--- src/rtl/schmoog_pkg.sv ---
`default_nettype none
// +--------------------------------------------------------------------+
// | schmoog_pkg: shared PS/2 host types, command bytes, frame helper    |
// | Revision: 1.0                                                       |
// +--------------------------------------------------------------------+
package schmoog_pkg;

   typedef enum logic [2:0] {
      IDLE      = 3'd0,
      INHIBIT   = 3'd1,
      REQUEST   = 3'd2,
      SHIFT     = 3'd3,
      ACK       = 3'd4,
      WAIT_IDLE = 3'd5
   } ps2_tx_state_e;

   localparam logic [7:0] PS2_CMD_SET_LEDS = 8'hED;
   localparam logic [7:0] PS2_CMD_ENABLE   = 8'hF4;
   localparam logic [7:0] PS2_CMD_RESET    = 8'hFF;

   localparam logic [3:0] PS2_PARITY_EDGE  = 4'd9;
   localparam logic [3:0] PS2_LAST_EDGE    = 4'd10;

   // Bit the host presents after device falling edge n (1..8 data LSB first, 9 parity, 10 stop).
   function automatic logic ps2_frame_bit(input logic [7:0] data_v,
                                          input logic       parity_v,
                                          input logic [3:0] edge_v);
      logic b;
      b = 1'b1;
      if (edge_v >= 4'd1 && edge_v <= 4'd8)
         b = data_v[3'(edge_v - 4'd1)];
      else if (edge_v == PS2_PARITY_EDGE)
         b = parity_v;
      return b;
   endfunction

endpackage
`default_nettype wire

--- src/rtl/ps2_host_transmitter_line_sync.sv ---
`default_nettype none
// +--------------------------------------------------------------------+
// | ps2_line_sync: 2-flop synchronizers on PS2_CLK/PS2_DAT plus         |
// | falling-edge detect on the synchronized clock line.                 |
// | Revision: 1.0                                                       |
// +--------------------------------------------------------------------+
module ps2_line_sync (
   input  logic clock,
   input  logic reset_n,
   input  logic ps2_clk_i,
   input  logic ps2_dat_i,
   output logic clk_sync_o,
   output logic dat_sync_o,
   output logic clk_fall_o
);

   logic clk_meta_q, clk_sync_q, clk_prev_q;
   logic dat_meta_q, dat_sync_q;

   // Reset to the idle (released, high) level so no edge is seen on exit from reset.
   always_ff @(posedge clock) begin
      if (!reset_n) begin
         clk_meta_q <= 1'b1;
         clk_sync_q <= 1'b1;
         clk_prev_q <= 1'b1;
         dat_meta_q <= 1'b1;
         dat_sync_q <= 1'b1;
      end else begin
         clk_meta_q <= ps2_clk_i;
         clk_sync_q <= clk_meta_q;
         clk_prev_q <= clk_sync_q;
         dat_meta_q <= ps2_dat_i;
         dat_sync_q <= dat_meta_q;
      end
   end

   assign clk_sync_o = clk_sync_q;
   assign dat_sync_o = dat_sync_q;
   assign clk_fall_o = clk_prev_q & ~clk_sync_q;

endmodule
`default_nettype wire

--- src/rtl/ps2_host_transmitter.sv ---
`default_nettype none
// +--------------------------------------------------------------------+
// | ps2_host_transmitter: host-to-device PS/2 byte sender with odd      |
// | parity and ACK check. Optional watchdog: PS2_TX_TIMEOUT_EN.         |
// | Revision: 1.0                                                       |
// +--------------------------------------------------------------------+
module ps2_host_transmitter
   import schmoog_pkg::*;
#(
   parameter int unsigned INHIBIT_CYCLES = 5000,
   parameter int unsigned TIMEOUT_CYCLES = 750000
) (
   input  logic       clock,
   input  logic       reset_n,
   input  logic       send,
   input  logic [7:0] data,
   input  logic       ps2_clk_in,
   input  logic       ps2_dat_in,
   output logic       ps2_clk_oe,
   output logic       ps2_dat_oe,
   output logic       busy,
   output logic       done,
   output logic       error
);

   localparam int unsigned INH_W = $clog2(INHIBIT_CYCLES + 1);

   if (INHIBIT_CYCLES < 1 || TIMEOUT_CYCLES < 2) begin : g_param_check
      $error("ps2_host_transmitter: INHIBIT_CYCLES must be >= 1 and TIMEOUT_CYCLES >= 2");
   end

   logic clk_sync, dat_sync, clk_fall, lines_idle;

   ps2_line_sync u_sync (
      .clock      (clock),
      .reset_n    (reset_n),
      .ps2_clk_i  (ps2_clk_in),
      .ps2_dat_i  (ps2_dat_in),
      .clk_sync_o (clk_sync),
      .dat_sync_o (dat_sync),
      .clk_fall_o (clk_fall)
   );

   assign lines_idle = clk_sync & dat_sync;

   ps2_tx_state_e    state_q;
   logic [7:0]       data_q;
   logic             parity_q;
   logic [3:0]       edge_q, edge_d;
   logic [INH_W-1:0] inh_q;
   logic             clk_oe_q, dat_oe_q, busy_q, done_q, error_q;
   logic             timeout_hit;

   assign edge_d = edge_q + 4'd1;

`ifdef PS2_TX_TIMEOUT_EN
   localparam int unsigned WD_W = $clog2(TIMEOUT_CYCLES + 1);

   logic [WD_W-1:0] wd_q;
   logic            wd_active;

   assign wd_active = (state_q == SHIFT) || (state_q == ACK) || (state_q == WAIT_IDLE);

   // A completing WAIT_IDLE takes priority so done and error can never coincide.
   assign timeout_hit = wd_active && !clk_fall &&
                        (wd_q == WD_W'(TIMEOUT_CYCLES - 1)) &&
                        !(state_q == WAIT_IDLE && lines_idle);

   always_ff @(posedge clock) begin
      if (!reset_n || !wd_active || clk_fall)
         wd_q <= '0;
      else
         wd_q <= wd_q + WD_W'(1);
   end
`else
   assign timeout_hit = 1'b0;
`endif

   always_ff @(posedge clock) begin
      if (!reset_n) begin
         state_q  <= IDLE;
         data_q   <= 8'h00;
         parity_q <= 1'b0;
         edge_q   <= 4'd0;
         inh_q    <= '0;
         clk_oe_q <= 1'b0;
         dat_oe_q <= 1'b0;
         busy_q   <= 1'b0;
         done_q   <= 1'b0;
         error_q  <= 1'b0;
      end else begin
         done_q  <= 1'b0;
         error_q <= 1'b0;
         if (timeout_hit) begin
            state_q  <= IDLE;
            clk_oe_q <= 1'b0;
            dat_oe_q <= 1'b0;
            busy_q   <= 1'b0;
            error_q  <= 1'b1;
         end else begin
            case (state_q)
               IDLE: begin
                  clk_oe_q <= 1'b0;
                  dat_oe_q <= 1'b0;
                  if (send) begin
                     data_q   <= data;
                     parity_q <= ~^data;
                     edge_q   <= 4'd0;
                     inh_q    <= '0;
                     busy_q   <= 1'b1;
                     clk_oe_q <= 1'b1;
                     state_q  <= INHIBIT;
                  end
               end
               INHIBIT: begin
                  if (inh_q == INH_W'(INHIBIT_CYCLES - 1)) begin
                     clk_oe_q <= 1'b0;
                     dat_oe_q <= 1'b1;
                     state_q  <= REQUEST;
                  end else begin
                     inh_q <= inh_q + INH_W'(1);
                  end
               end
               REQUEST: state_q <= SHIFT;
               SHIFT: begin
                  if (clk_fall) begin
                     edge_q   <= edge_d;
                     dat_oe_q <= ~ps2_frame_bit(data_q, parity_q, edge_d);
                     if (edge_d == PS2_LAST_EDGE)
                        state_q <= ACK;
                  end
               end
               ACK: begin
                  dat_oe_q <= 1'b0;
                  if (clk_fall) begin
                     if (!dat_sync) begin
                        state_q <= WAIT_IDLE;
                     end else begin
                        error_q <= 1'b1;
                        busy_q  <= 1'b0;
                        state_q <= IDLE;
                     end
                  end
               end
               WAIT_IDLE: begin
                  if (lines_idle) begin
                     done_q  <= 1'b1;
                     busy_q  <= 1'b0;
                     state_q <= IDLE;
                  end
               end
               default: begin
                  state_q  <= IDLE;
                  clk_oe_q <= 1'b0;
                  dat_oe_q <= 1'b0;
                  busy_q   <= 1'b0;
               end
            endcase
         end
      end
   end

   assign ps2_clk_oe = clk_oe_q;
   assign ps2_dat_oe = dat_oe_q;
   assign busy       = busy_q;
   assign done       = done_q;
   assign error      = error_q;

endmodule
`default_nettype wire

--- config.mk ---
export PLATFORM = sky130hd
export DESIGN_NAME = ps2_host_transmitter
export DESIGN_NICKNAME = d
export VERILOG_FILES = /design/src/rtl/schmoog_pkg.sv /design/src/rtl/ps2_host_transmitter_line_sync.sv /design/src/rtl/ps2_host_transmitter.sv
export SDC_FILE = /design/constraint.sdc
export NUM_CORES = 1
export LEC_CHECK = 0
export ABC_CLOCK_PERIOD_IN_PS = 2000
export BUFFER_PORTS_ARGS = -buffer_cell sky130_fd_sc_hd__buf_2
export CAP_MARGIN = 30
export CORE_ASPECT_RATIO = 1.4
export CORE_UTILIZATION = 30
export CTS_CLUSTER_SIZE = 20
export DETAILED_ROUTE_END_ITERATION = 16
export SYNTH_ARGS = -nofsm -noshare
export SYNTH_HDL_FRONTEND = slang
export SYNTH_SLANG_ARGS = --single-unit
--- constraint.sdc ---
create_clock -name clock -period 2 [get_ports clock]
set_clock_uncertainty 0.15 [all_clocks]
set_input_delay 0.2 -clock clock [delete_from_list [all_inputs] [get_ports clock]]
set_output_delay 0.2 -clock clock [all_outputs]
set_load 0.01 [all_outputs]
==> results of run 1 <==
==> worst paths after layout <==
kind	startpoint	end	slack, ns	depth (start not counted)
hold / removal	data[1]	data_q[1]	0.02	3
setup / recovery	inh_q[0]	inh_q[9]	0.09	7
setup reg to reg	inh_q[0]	inh_q[9]	0.09	7
hold reg to reg	u_sync.clk_meta_q	u_sync.clk_sync_o	0.26	1
==> registers in the layout, indices dropped and copies added (netlist names), 3 cells and up <==
name,cells
state_q,3
data_q,8
inh_q,13
edge_q,4
==> final cells by class <==
| type | count | area (um2) |
|---|---|---|
| Clock buffer | 6 | 82.6 |
| Clock inverter | 1 | 5.00 |
| Fill cell | 644 | 3840 |
| Inverter | 9 | 33.8 |
| Multi-Input combinational cell | 178 | 1190 |
| Sequential cell | 39 | 783 |
| Tap cell | 72 | 90.1 |
| Timing Repair Buffer | 47 | 315 |
==> tightest hold or removal path, stage by stage <==
cell                      delay, ns
sky130_fd_sc_hd__buf_2         0.11
sky130_fd_sc_hd__nand2_1       0.05
sky130_fd_sc_hd__a21oi_1       0.05
==> cell usage after synthesis, drive strengths merged <==
cell type  instances
nor3b              1
xnor2              8
ha                 5
or2                1
nor4               2
nor2b              7
mux4               2
nand4              7
a22oi              1
and3               3
o22ai              1
nor4b              1
or2b               1
a21o               1
xor2               6
or4                3
a211o              1
nand2b             7
o41ai              2
nand2             31
nand3             14
a31oi              1
or3b               1
buf                3
or4b               1
dfxtp             39
a211oi             3
inv                8
nand3b             1
and2               2
mux2i              1
clkbuf             8
nand4bb            2
nor4bb             1
nor3               4
o31ai              5
nor2              15
clkinv             1
a2111oi            1
or3                2
a21oi             26
o21ai              6
a311oi             1
==> logic make-up (layout without fill, tap and decap cells) <==
| family | Yosys count | count (layout) |
|---|---|---|
| xor gates and xnor gates | 14 | 14 |
| muxes | 3 | 3 |
| AOI/OAI and AO/OA | 49 | 49 |
| and+or+nand+nor | 107 | 107 |
| DFF | 39 | 39 |
| adders and majority gates | 5 | 5 |
| buffers and inverters | 20 | 63 |
==> power breakdown <==
part	switching, uW	internal (uW)
logic	169	142
registers	32.7	814
clock network	264	270
total	465	1230
==> cells in the final DEF, fill, tap and decap left out, types with 2 or more instances in the layout <==
cell type	synthesis	routed
sky130_fd_sc_hd__a211oi_1	3	2
sky130_fd_sc_hd__xnor2_1	8	8
sky130_fd_sc_hd__inv_1	8	6
sky130_fd_sc_hd__dfxtp_2	0	2
sky130_fd_sc_hd__or4_1	3	2
sky130_fd_sc_hd__inv_2	0	2
sky130_fd_sc_hd__a21oi_1	25	24
sky130_fd_sc_hd__buf_2	0	17
sky130_fd_sc_hd__dfxtp_1	39	37
sky130_fd_sc_hd__a21oi_2	1	2
sky130_fd_sc_hd__dlygate4sd3_1	0	2
sky130_fd_sc_hd__nor2_1	15	15
sky130_fd_sc_hd__nand2b_1	7	7
sky130_fd_sc_hd__clkbuf_8	0	6
sky130_fd_sc_hd__buf_4	1	28
sky130_fd_sc_hd__or3_1	2	2
sky130_fd_sc_hd__nand3_1	14	13
sky130_fd_sc_hd__ha_1	5	3
sky130_fd_sc_hd__xor2_1	6	6
sky130_fd_sc_hd__mux4_2	2	2
sky130_fd_sc_hd__and2_1	2	2
sky130_fd_sc_hd__nor2b_1	7	7
sky130_fd_sc_hd__o21ai_0	6	6
sky130_fd_sc_hd__nand4_1	7	7
sky130_fd_sc_hd__nand2_1	31	31
sky130_fd_sc_hd__and3_1	3	3
sky130_fd_sc_hd__nor3_1	4	4
sky130_fd_sc_hd__o31ai_1	5	5
==> layer usage <==
layer,track usage [%],vias up,wire (um)
met5,0,-,0
met4,5.38,0,96
met3,3.07,6,94
met2,27.1,14,2570
met1,14.5,833,1880
li1,-,919,-
==> stage by stage <==
stage / hold slack [ns] / utilization (%) / area [um2] / TNS [ns] / setup slack, ns
after floorplan: 0.151 / - / 2000 / -0.0567 / -0.0567
after CTS: 0.0153 / 38.6 / 2440 / 0 / 0.0145
after global routing: 0.0226 / 39.4 / 2500 / 0 / 0.0140
final: 0.0154 / 39.4 / 2500 / 0 / 0.0941
after detailed placement: 0.235 / 36.7 / 2320 / 0 / 0.00837
after global placement: 0.230 / 36.7 / 2320 / 0 / 0.0184
==> what timing repair did <==
action | CTS | global route
endpoints found under the hold margin | 2 | 0
cloned | 0 | 0
setup endpoints to repair | 1 | 8
gates resized for setup | 1 | 11
hold buffers | 2 | 0
pin swaps | 0 | 3
==> reports/results.txt, run 1 <==
IO buf count - 17
TritonCTS clock tree - done
Overflow after GRT - 0
share of the synthesized area in compound gates (AO/OA/AOI/OAI) - 14.8%
antenna diode count - 0
critical path peak fanout - 11
CTS clock-pin slew for the worst setup and hold paths - 0.07 ns
fraction of post-synthesis cell area in the top cell type by area - 39.1%
largest family of logic cells by synthesized area - simple AND/OR/NAND/NOR gates
detail-routed net length per standard cell - 13.2 um
Final Hold Vio Count - 0
floorplan die width - 71.0 um
Netlist cell types - 46
clock network latency to the later pin of the worst-skew pair - 0.29 ns
unrepaired setup endpoints after global routing - no
syn nets - 255
weighted congestion reported at the end of routability-driven placement - 0.818
setup repair bufs after CTS - 0
Die Y - 98.6 um
Lkg Pwr - 0.000940 uW
WP buf/inv - 1
number of nets with antenna violations after routing - 0
total wirelength of the detailed-routed design - 4640 um
initial DRC count - 59
simple-gate share of the synthesized area - 29.4%
share of the clock period used by the worst path after layout - 95.3%
sequential area share after synthesis - 39.1%
nets@finish - 298
Syn Std Cell Area - 2000 um2
maximum vdd drop - 0.356 mV
Post-Synth Adder-Cell Area - 3.13%
Total Power Consumption - 1690 uW
multiplexer fraction of the synthesized cell area - 2.76%
max cap viols - 0
share of cells above drive strength 1 - 25.7%
area of the core - 6340 um2
peak clock frequency supported by timing - 525 MHz
kind of cell adding the most delay to the critical path - simple AND/OR/NAND/NOR gates
endpoint arrival time on the critical path - 1.98 ns
largest cells by area after synthesis - sky130_fd_sc_hd__dfxtp_1, sky130_fd_sc_hd__a21oi_1, sky130_fd_sc_hd__nand2_1, sky130_fd_sc_hd__nand3_1, sky130_fd_sc_hd__xnor2_1
htree depth - 2
post-DP HPWL - 3560 um
Syn Inst Count - 237
Cell Rows - 34
area enclosed by the die boundary - 7000 um2
maximum number of pins on one net before global-route repair - 20
total power density per cell area - 678 nW/um2
number of buffers between clock root and the deepest sink - 2
warning count from the yosys run - 0
top cell type by total area after synthesis - sky130_fd_sc_hd__dfxtp_1
worst slew pin tran - 0.434 ns
via count of the routed design - 1,772
TritonCTS Sinks - 39
first-pass GRT wire length - 7730 um
Initial DRT Pass Iterations - 5
XOR/XNOR share of the synthesized area - 6.14%
count of state elements after synthesis - 39
endpoint type of the worst setup path - flip-flop
peak per-stage delay on the critical path - 0.49 ns
number of buffers created by CTS - 5
Post-Synthesis Mean Instance Area - 8.43 um2
relative slew slack - 70.9%
CTS root buf - sky130_fd_sc_hd__clkbuf_8
total global routing track utilization - 14.1%
slowest library cell on the worst path - sky130_fd_sc_hd__or4b_1
Initial Util - 31.5%
Via density - 5.03
minimum period implied by the final worst setup slack - 1.91 ns
vias in the first global route - 1,724
filler-free cell count of the finished design - 352
critical path class - flip-flop to flip-flop
number of design rule violations left after detail routing - 0
initial antenna violation count - 0
num ports - 18
worst hold path type - input port to flip-flop
Max Transition Viols Final - 0
post-synthesis to final-layout area growth - 24.9%
Setup crit start kind - flip-flop
dpl cells - 343
outcome - finished clean
total setup violations reported at the end of the flow - 0
ordered cell list for the critical path - ha_1 -> nand3_2 -> nand4bb_4 -> a21oi_2 -> buf_4 -> or4b_1 -> a21oi_1
required time of the critical path - 2.07 ns
No activity file was read; power rests on OpenSTA's default activity.
==> inputs of run 2 (changes only) <==
--- a/config.mk
+++ b/config.mk
@@ -5,7 +5,8 @@
 export SDC_FILE = /design/constraint.sdc
 export NUM_CORES = 1
 export LEC_CHECK = 0
-export ABC_CLOCK_PERIOD_IN_PS = 2000
+export ABC_AREA = 1
+export ABC_CLOCK_PERIOD_IN_PS = 1800
 export BUFFER_PORTS_ARGS = -buffer_cell sky130_fd_sc_hd__buf_2
 export CAP_MARGIN = 30
 export CORE_ASPECT_RATIO = 1.4
==> constraint.sdc (replaced) <==
create_clock -name clock -period 1.8 [get_ports clock]
set_clock_uncertainty 0.15 [all_clocks]
set_input_delay 0.18 -clock clock [delete_from_list [all_inputs] [get_ports clock]]
set_output_delay 0.18 -clock clock [all_outputs]
set_load 0.1 [all_outputs]
==> run 2 against run 1 <==
Against the previous run:
- combinational power rose to 4.8 times the previous value
- fmax rose by 14%
- design area grew 2.9%
- sequential power grew 36%
- first-iteration DRC count rose by 73%
- core utilization decreased by 2.8 points
- largest power group is now combinational cells
- flip-flop and latch count stayed put
- critical endpoint is now inh_q[8]
==> reports/results.txt, run 2 <==
max cap viols - 0 (unchanged)
Syn Std Cell Area - 2190 um2 (was 2000 um2)
TritonCTS clock tree - done (unchanged)
endpoint arrival time on the critical path - 1.76 ns (was 1.98 ns)
Synth top cells by count - sky130_fd_sc_hd__nand2_1, sky130_fd_sc_hd__inv_1, sky130_fd_sc_hd__dfxtp_1 (was sky130_fd_sc_hd__dfxtp_1, sky130_fd_sc_hd__nand2_1, sky130_fd_sc_hd__a21oi_1)
number of design rule violations left after detail routing - 0 (unchanged)
filler cell count in the final layout - 773 (was 644)
Syn Inst Count - 317 (was 237)
share of the clock period used by the worst path after layout - 92.8% (was 95.3%)
share of cells above drive strength 1 - 20.2% (was 25.7%)
num ports - 18 (unchanged)
critical path class - flip-flop to flip-flop (unchanged)
number of flip-flops under the largest register name - 13 (unchanged)
clock network latency to the later pin of the worst-skew pair - 0.31 ns (was 0.29 ns)
area enclosed by the die boundary - 7650 um2 (was 7000 um2)
post-synthesis to final-layout area growth - 17.2% (was 24.9%)
worst slew pin tran - 0.675 ns (was 0.434 ns)
Lkg Pwr - 0.00107 uW (was 0.000940 uW)
IO buf count - 17 (unchanged)
Synth Flop Type - sky130_fd_sc_hd__dfxtp_1 (unchanged)
Initial DRT Pass Iterations - 5 (unchanged)
Overflow after GRT - 0 (unchanged)
CTS root buf - sky130_fd_sc_hd__clkbuf_8 (unchanged)
first-pass GRT wire length - 8710 um (was 7730 um)
warning count from the yosys run - 0 (unchanged)
Total Power Consumption - 3410 uW (was 1690 uW)
endpoint type of the worst setup path - flip-flop (unchanged)
required time of the critical path - 1.89 ns (was 2.07 ns)
setup repair bufs after CTS - 0 (unchanged)
vias in the first global route - 1,964 (was 1,724)
Cell Rows - 36 (was 34)
share of synthesized flip-flops with an asynchronous set or reset - 0% (unchanged)
post-DP HPWL - 3570 um (was 3560 um)
nets@finish - 359 (was 298)
maximum vdd drop - 0.520 mV (was 0.356 mV)
CTS clock-pin slew for the worst setup and hold paths - 0.09 ns (was 0.07 ns)
total wirelength of the detailed-routed design - 4900 um (was 4640 um)
TritonCTS Sinks - 39 (unchanged)
outcome - finished clean (unchanged)
weighted congestion reported at the end of routability-driven placement - 0.864 (was 0.818)
Die Y - 103 um (was 98.6 um)
post-placement cell area - 2400 um2 (was 2320 um2)
Sequential Area - 786 um2 (was 783 um2)
number of nets with antenna violations after routing - 0 (unchanged)
Post-Synthesis Mean Instance Area - 6.91 um2 (was 8.43 um2)
floorplan die width - 74.2 um (was 71.0 um)
area of the core - 7030 um2 (was 6340 um2)
maximum number of pins on one net before global-route repair - 23 (was 20)
minimum period implied by the final worst setup slack - 1.67 ns (was 1.91 ns)
peak clock frequency supported by timing - 599 MHz (was 525 MHz)
count of state elements after synthesis - 39 (unchanged)
number of buffers created by CTS - 5 (unchanged)
Final Hold Slack - 0.0318 ns (was 0.0154 ns)
Via density - 4.63 (was 5.03)
total global routing track utilization - 15.1% (was 14.1%)
initial DRC count - 102 (was 59)
number of enable-type register cells in the synthesized netlist - 0 (unchanged)
multi-input combinational cell area - 1210 um2 (was 1190 um2)
detail-routed net length per standard cell - 11.2 um (was 13.2 um)
unrepaired setup endpoints after global routing - no (unchanged)
htree depth - 2 (unchanged)
via count of the routed design - 2,022 (was 1,772)
critical path peak fanout - 10 (was 11)
total power density per cell area - 1330 nW/um2 (was 678 nW/um2)
antenna diode count - 0 (unchanged)
Initial Util - 31.2% (was 31.5%)
registers with the highest flip-flop counts - inh_q: 13 flops, data_q: 8 flops, edge_q: 4 flops (unchanged)
syn nets - 335 (was 255)
setup tns final - 0 ns (unchanged)
Final Hold Vio Count - 0 (unchanged)
total setup violations reported at the end of the flow - 0 (unchanged)
leading cell type in the layout, fill and taps excluded - sky130_fd_sc_hd__nand2_1 (was sky130_fd_sc_hd__dfxtp_1)
Max Transition Viols Final - 0 (unchanged)
Biggest register - inh_q (unchanged)
final core utilization - 36.6% (was 39.4%)
most frequent cells in the layout - sky130_fd_sc_hd__nand2_1, sky130_fd_sc_hd__inv_1, sky130_fd_sc_hd__dfxtp_1 (was sky130_fd_sc_hd__dfxtp_1, sky130_fd_sc_hd__nand2_1, sky130_fd_sc_hd__buf_4)
number of buffers between clock root and the deepest sink - 2 (unchanged)
relative slew slack - 54.9% (was 70.9%)
cell with the most instances after synthesis - sky130_fd_sc_hd__nand2_1 (was sky130_fd_sc_hd__dfxtp_1)
Netlist cell types - 30 (was 46)
initial antenna violation count - 0 (unchanged)
largest cells by area after synthesis - sky130_fd_sc_hd__dfxtp_1, sky130_fd_sc_hd__nand2_1, sky130_fd_sc_hd__inv_1, sky130_fd_sc_hd__nand3_1, sky130_fd_sc_hd__a21oi_1 (was sky130_fd_sc_hd__dfxtp_1, sky130_fd_sc_hd__a21oi_1, sky130_fd_sc_hd__nand2_1, sky130_fd_sc_hd__nand3_1, sky130_fd_sc_hd__xnor2_1)
total non-filler cell area in the finished layout - 2570 um2 (was 2500 um2)
Setup crit start kind - flip-flop (unchanged)
sequential area share after synthesis - 35.6% (was 39.1%)
fraction of post-synthesis cell area in the top cell type by area - 35.6% (was 39.1%)
top cell type by total area after synthesis - sky130_fd_sc_hd__dfxtp_1 (unchanged)
worst hold path type - input port to flip-flop (unchanged)
## run 2: per-stage QoR
| stage | setup WS, ns | std cells |
|---|---|---|
| final | 0.129 | 437 |
| after global routing | 0.000223 | 437 |
| after CTS | 0.0240 | 437 |
| after detailed placement | 0.0170 | 427 |
| after global placement | 0.0467 | 427 |
| after floorplan | 0.109 | 317 |
## run 2: report_power, final
part | switching, uW | internal [uW]
clock | 359 | 420
combinational | 997 | 484
sequential | 121 | 1030
## run 2: kinds of logic after synthesis
| group | Yosys count | share of synthesized area [%] |
|---|---|---|
| flip-flops | 39 | 35.6 |
| AO/OA/AOI/OAI | 51 | 13.1 |
| AND/OR/NAND/NOR | 158 | 34.7 |
| XOR/XNOR | 9 | 3.60 |
| adder cells (fa/ha/maj) | 5 | 2.86 |
| buffers and inverters | 55 | 10.2 |
## run 2: repair_timing
| item | CTS | global route |
|---|---|---|
| resized for setup | 1 | 7 |
| cloned | 0 | 0 |
| hold buffers | 2 | 0 |
| endpoints found under the setup margin | 3 | 14 |
| endpoints found under the hold margin | 2 | 0 |
## run 2: area by class of cell
type	instances	area share, %
multi-input cells	223	47.2
flip-flops and latches	39	30.6
inverters	46	6.92
repair buffers	26	6.14
well taps	95	4.63
clock buffers	5	2.68
clock inverters	3	1.85
## run 2: metal layers
layer  GRT usage (%)  routed length, um
met5               0                  0
met4            8.56                161
met3            3.13                161
met2            25.7               2470
met1            17.2               2100
## run 2: worst max-delay path, stage by stage (launching register included)
cell and delay, ns:
sky130_fd_sc_hd__dfxtp_2 0.39, sky130_fd_sc_hd__ha_4 0.17, sky130_fd_sc_hd__nand2_1 0.07, sky130_fd_sc_hd__nor3_2 0.12, sky130_fd_sc_hd__nand3_2 0.14, sky130_fd_sc_hd__nand2_4 0.13, sky130_fd_sc_hd__nand2_4 0.11, sky130_fd_sc_hd__clkinv_4 0.12
sky130_fd_sc_hd__nand2_1 0.07, sky130_fd_sc_hd__a21oi_2 0.13
## run 2: worst paths after layout
| check | start | end | slack [ns] | cells after the start |
|---|---|---|---|---|
| setup / recovery | inh_q[1] | inh_q[8] | 0.13 | 9 |
| setup reg to reg | inh_q[1] | inh_q[8] | 0.13 | 9 |
| hold reg to reg | u_sync.dat_meta_q | u_sync.dat_sync_o | 0.26 | 1 |
| hold / removal | data[5] | data_q[5] | 0.03 | 3 |
==> inputs of run 3 (changes only) <==
--- a/config.mk
+++ b/config.mk
@@ -13,6 +13,7 @@
 export CORE_UTILIZATION = 30
 export CTS_CLUSTER_SIZE = 20
 export DETAILED_ROUTE_END_ITERATION = 16
+export RECOVER_POWER = 25
 export SYNTH_ARGS = -nofsm -noshare
 export SYNTH_HDL_FRONTEND = slang
 export SYNTH_SLANG_ARGS = --single-unit
==> run 3 against run 2 <==
Against the previous run:
- via count unchanged
- flip-flop and latch count unchanged
- setup slack unchanged
- hold slack unchanged
- non-clock buffer count unchanged
- global-route usage unchanged
- critical path depth unchanged
- clock power about the same
- die area unchanged
- cell count unchanged
- routed wire length about the same
- sequential power about the same
- critical endpoint unchanged
- largest power group unchanged
==> reports/results.txt, run 3 (synthesis gave the netlist of run 2 again) <==
worst hold path type - input port to flip-flop (unchanged)
total power density per cell area - 1330 nW/um2 (about the same)
worst slew pin tran - 0.675 ns (unchanged)
initial DRC count - 102 (unchanged)
worst slack at placement - 0.0170 ns (unchanged)
antenna diode count - 0 (unchanged)
post-DP HPWL - 3570 um (unchanged)
filler-free cell count of the finished design - 437 (unchanged)
htree depth - 2 (unchanged)
setup tns final - 0 ns (unchanged)
share of the clock period used by the worst path after layout - 92.8% (unchanged)
first-pass GRT wire length - 8710 um (unchanged)
maximum number of pins on one net before global-route repair - 23 (unchanged)
Lkg Pwr - 0.00107 uW (about the same)
via count of the routed design - 2,022 (unchanged)
number of flip-flops under the largest register name - 13 (unchanged)
peak clock frequency supported by timing - 599 MHz (unchanged)
Cell Rows - 36 (unchanged)
outcome - finished clean (unchanged)
total setup violations reported at the end of the flow - 0 (unchanged)
Die Y - 103 um (unchanged)
Setup crit start kind - flip-flop (unchanged)
peak per-stage delay on the critical path - 0.39 ns (about the same)
area of the core - 7030 um2 (unchanged)
detail-routed net length per standard cell - 11.2 um (about the same)
WP buf/inv - 1 (unchanged)
total global routing track utilization - 15.1% (unchanged)
area enclosed by the die boundary - 7650 um2 (unchanged)
critical path class - flip-flop to flip-flop (unchanged)
nets@finish - 359 (unchanged)
dpl cells - 427 (unchanged)
maximum vdd drop - 0.520 mV (about the same)
leading cell type in the layout, fill and taps excluded - sky130_fd_sc_hd__nand2_1 (unchanged)
post-synthesis to final-layout area growth - 17.2% (unchanged)
global-route layer with the greatest usage - met2 (unchanged)
setup ws final - 0.129 ns (unchanged)
CTS root buf - sky130_fd_sc_hd__clkbuf_8 (unchanged)
relative slew slack - 54.9% (unchanged)
number of buffers created by CTS - 5 (unchanged)
Initial DRT Pass Iterations - 5 (unchanged)
Initial Util - 31.2% (unchanged)
met3 GRT Util - 3.13% (unchanged)
CTS clock-pin slew for the worst setup and hold paths - 0.09 ns (about the same)
Final Hold Slack - 0.0318 ns (unchanged)
Via density - 4.63 (unchanged)
met2 track utilization from global routing - 25.7% (unchanged)
IO buf count - 17 (unchanged)
Final Hold Vio Count - 0 (unchanged)
vias in the first global route - 1,964 (unchanged)
total wirelength of the detailed-routed design - 4890 um (was 4900 um)
setup repair bufs after CTS - 0 (unchanged)
weighted congestion reported at the end of routability-driven placement - 0.864 (unchanged)
Max Transition Viols Final - 0 (unchanged)
share of cells above drive strength 1 - 20.2% (unchanged)
endpoint arrival time on the critical path - 1.76 ns (about the same)
endpoint type of the worst setup path - flip-flop (unchanged)
initial antenna violation count - 0 (unchanged)
TritonCTS clock tree - done (unchanged)
Overflow after GRT - 0 (unchanged)
critical path peak fanout - 10 (unchanged)
unrepaired setup endpoints after global routing - no (unchanged)
Biggest register - inh_q (unchanged)
ordered cell list for the critical path - ha_4 -> nand2_1 -> nor3_2 -> nand3_2 -> nand2_4 -> nand2_4 -> clkinv_4 -> nand2_1 -> a21oi_2 (unchanged)
most frequent cells in the layout - sky130_fd_sc_hd__nand2_1, sky130_fd_sc_hd__inv_1, sky130_fd_sc_hd__dfxtp_1 (unchanged)
number of design rule violations left after detail routing - 0 (unchanged)
number of nets with antenna violations after routing - 0 (unchanged)
kind of cell adding the most delay to the critical path - simple AND/OR/NAND/NOR gates (unchanged)
met1 capacity usage during global routing - 17.2% (unchanged)
TritonCTS Sinks - 39 (unchanged)
max cap viols - 0 (unchanged)
number of buffers between clock root and the deepest sink - 2 (unchanged)
floorplan die width - 74.2 um (unchanged)
minimum period implied by the final worst setup slack - 1.67 ns (unchanged)
clock network latency to the later pin of the worst-skew pair - 0.31 ns (about the same)
required time of the critical path - 1.89 ns (about the same)
slowest library cell on the worst path - sky130_fd_sc_hd__dfxtp_2 (unchanged)
registers with the highest flip-flop counts - inh_q: 13 flops, data_q: 8 flops, edge_q: 4 flops (unchanged)
num ports - 18 (unchanged)
==> run 3: layout make-up <==
class,count,area [um2]
fill,773,4460
timing repair buffer,26,158
multi-input combinational,223,1210
clock inverter,3,47.5
tap,95,119
inverter,46,178
sequential,39,786
clock buffer,5,68.8
==> run 3: final timing paths <==
path | from | endpoint | slack (ns) | depth (start not counted)
worst max-delay path | inh_q[1] | inh_q[8] | 0.13 | 9
worst min-delay path | data[5] | data_q[5] | 0.03 | 3
worst max register to register | inh_q[1] | inh_q[8] | 0.13 | 9
worst min register to register | u_sync.dat_meta_q | u_sync.dat_sync_o | 0.26 | 1
==> run 3: power breakdown <==
| part | internal (uW) | total, uW | switching [uW] |
|---|---|---|---|
| registers | 1030 | 1150 | 121 |
| logic | 484 | 1480 | 997 |
| clock network | 420 | 779 | 359 |
| total | 1940 | 3410 | 1480 |
==> run 3: routing by layer <==
metal  share of wire (%)  vias to the layer above
met5                   0                        -
met4                 3.3                        0
met3                 3.3                       14
met2                  51                       42
met1                  43                      896
li1                    -                     1070
==> run 3: tightest hold or removal path: cells and delay by family <==
kind / cells / cell delay [ns]
buf+inv: 1 / 0.09
compound gates: 2 / 0.18
==> run 3: per-stage QoR <==
stage	power (uW)	util (%)	area [um2]
3_5_place_dp	2600	34.2	2400
4_1_cts	3380	36.2	2540
2_1_floorplan	2270	-	2190
3_3_place_gp	2590	34.2	2400
6_report	3410	36.6	2570
5_1_grt	3700	36.6	2570
==> run 3: what timing repair did <==
item                                    CTS  global route
endpoints found under the hold margin     2             0
hold buffers                              2             0
pin swaps                                 0             0
endpoints found under the setup margin    3            14
gates resized for setup                   1             7
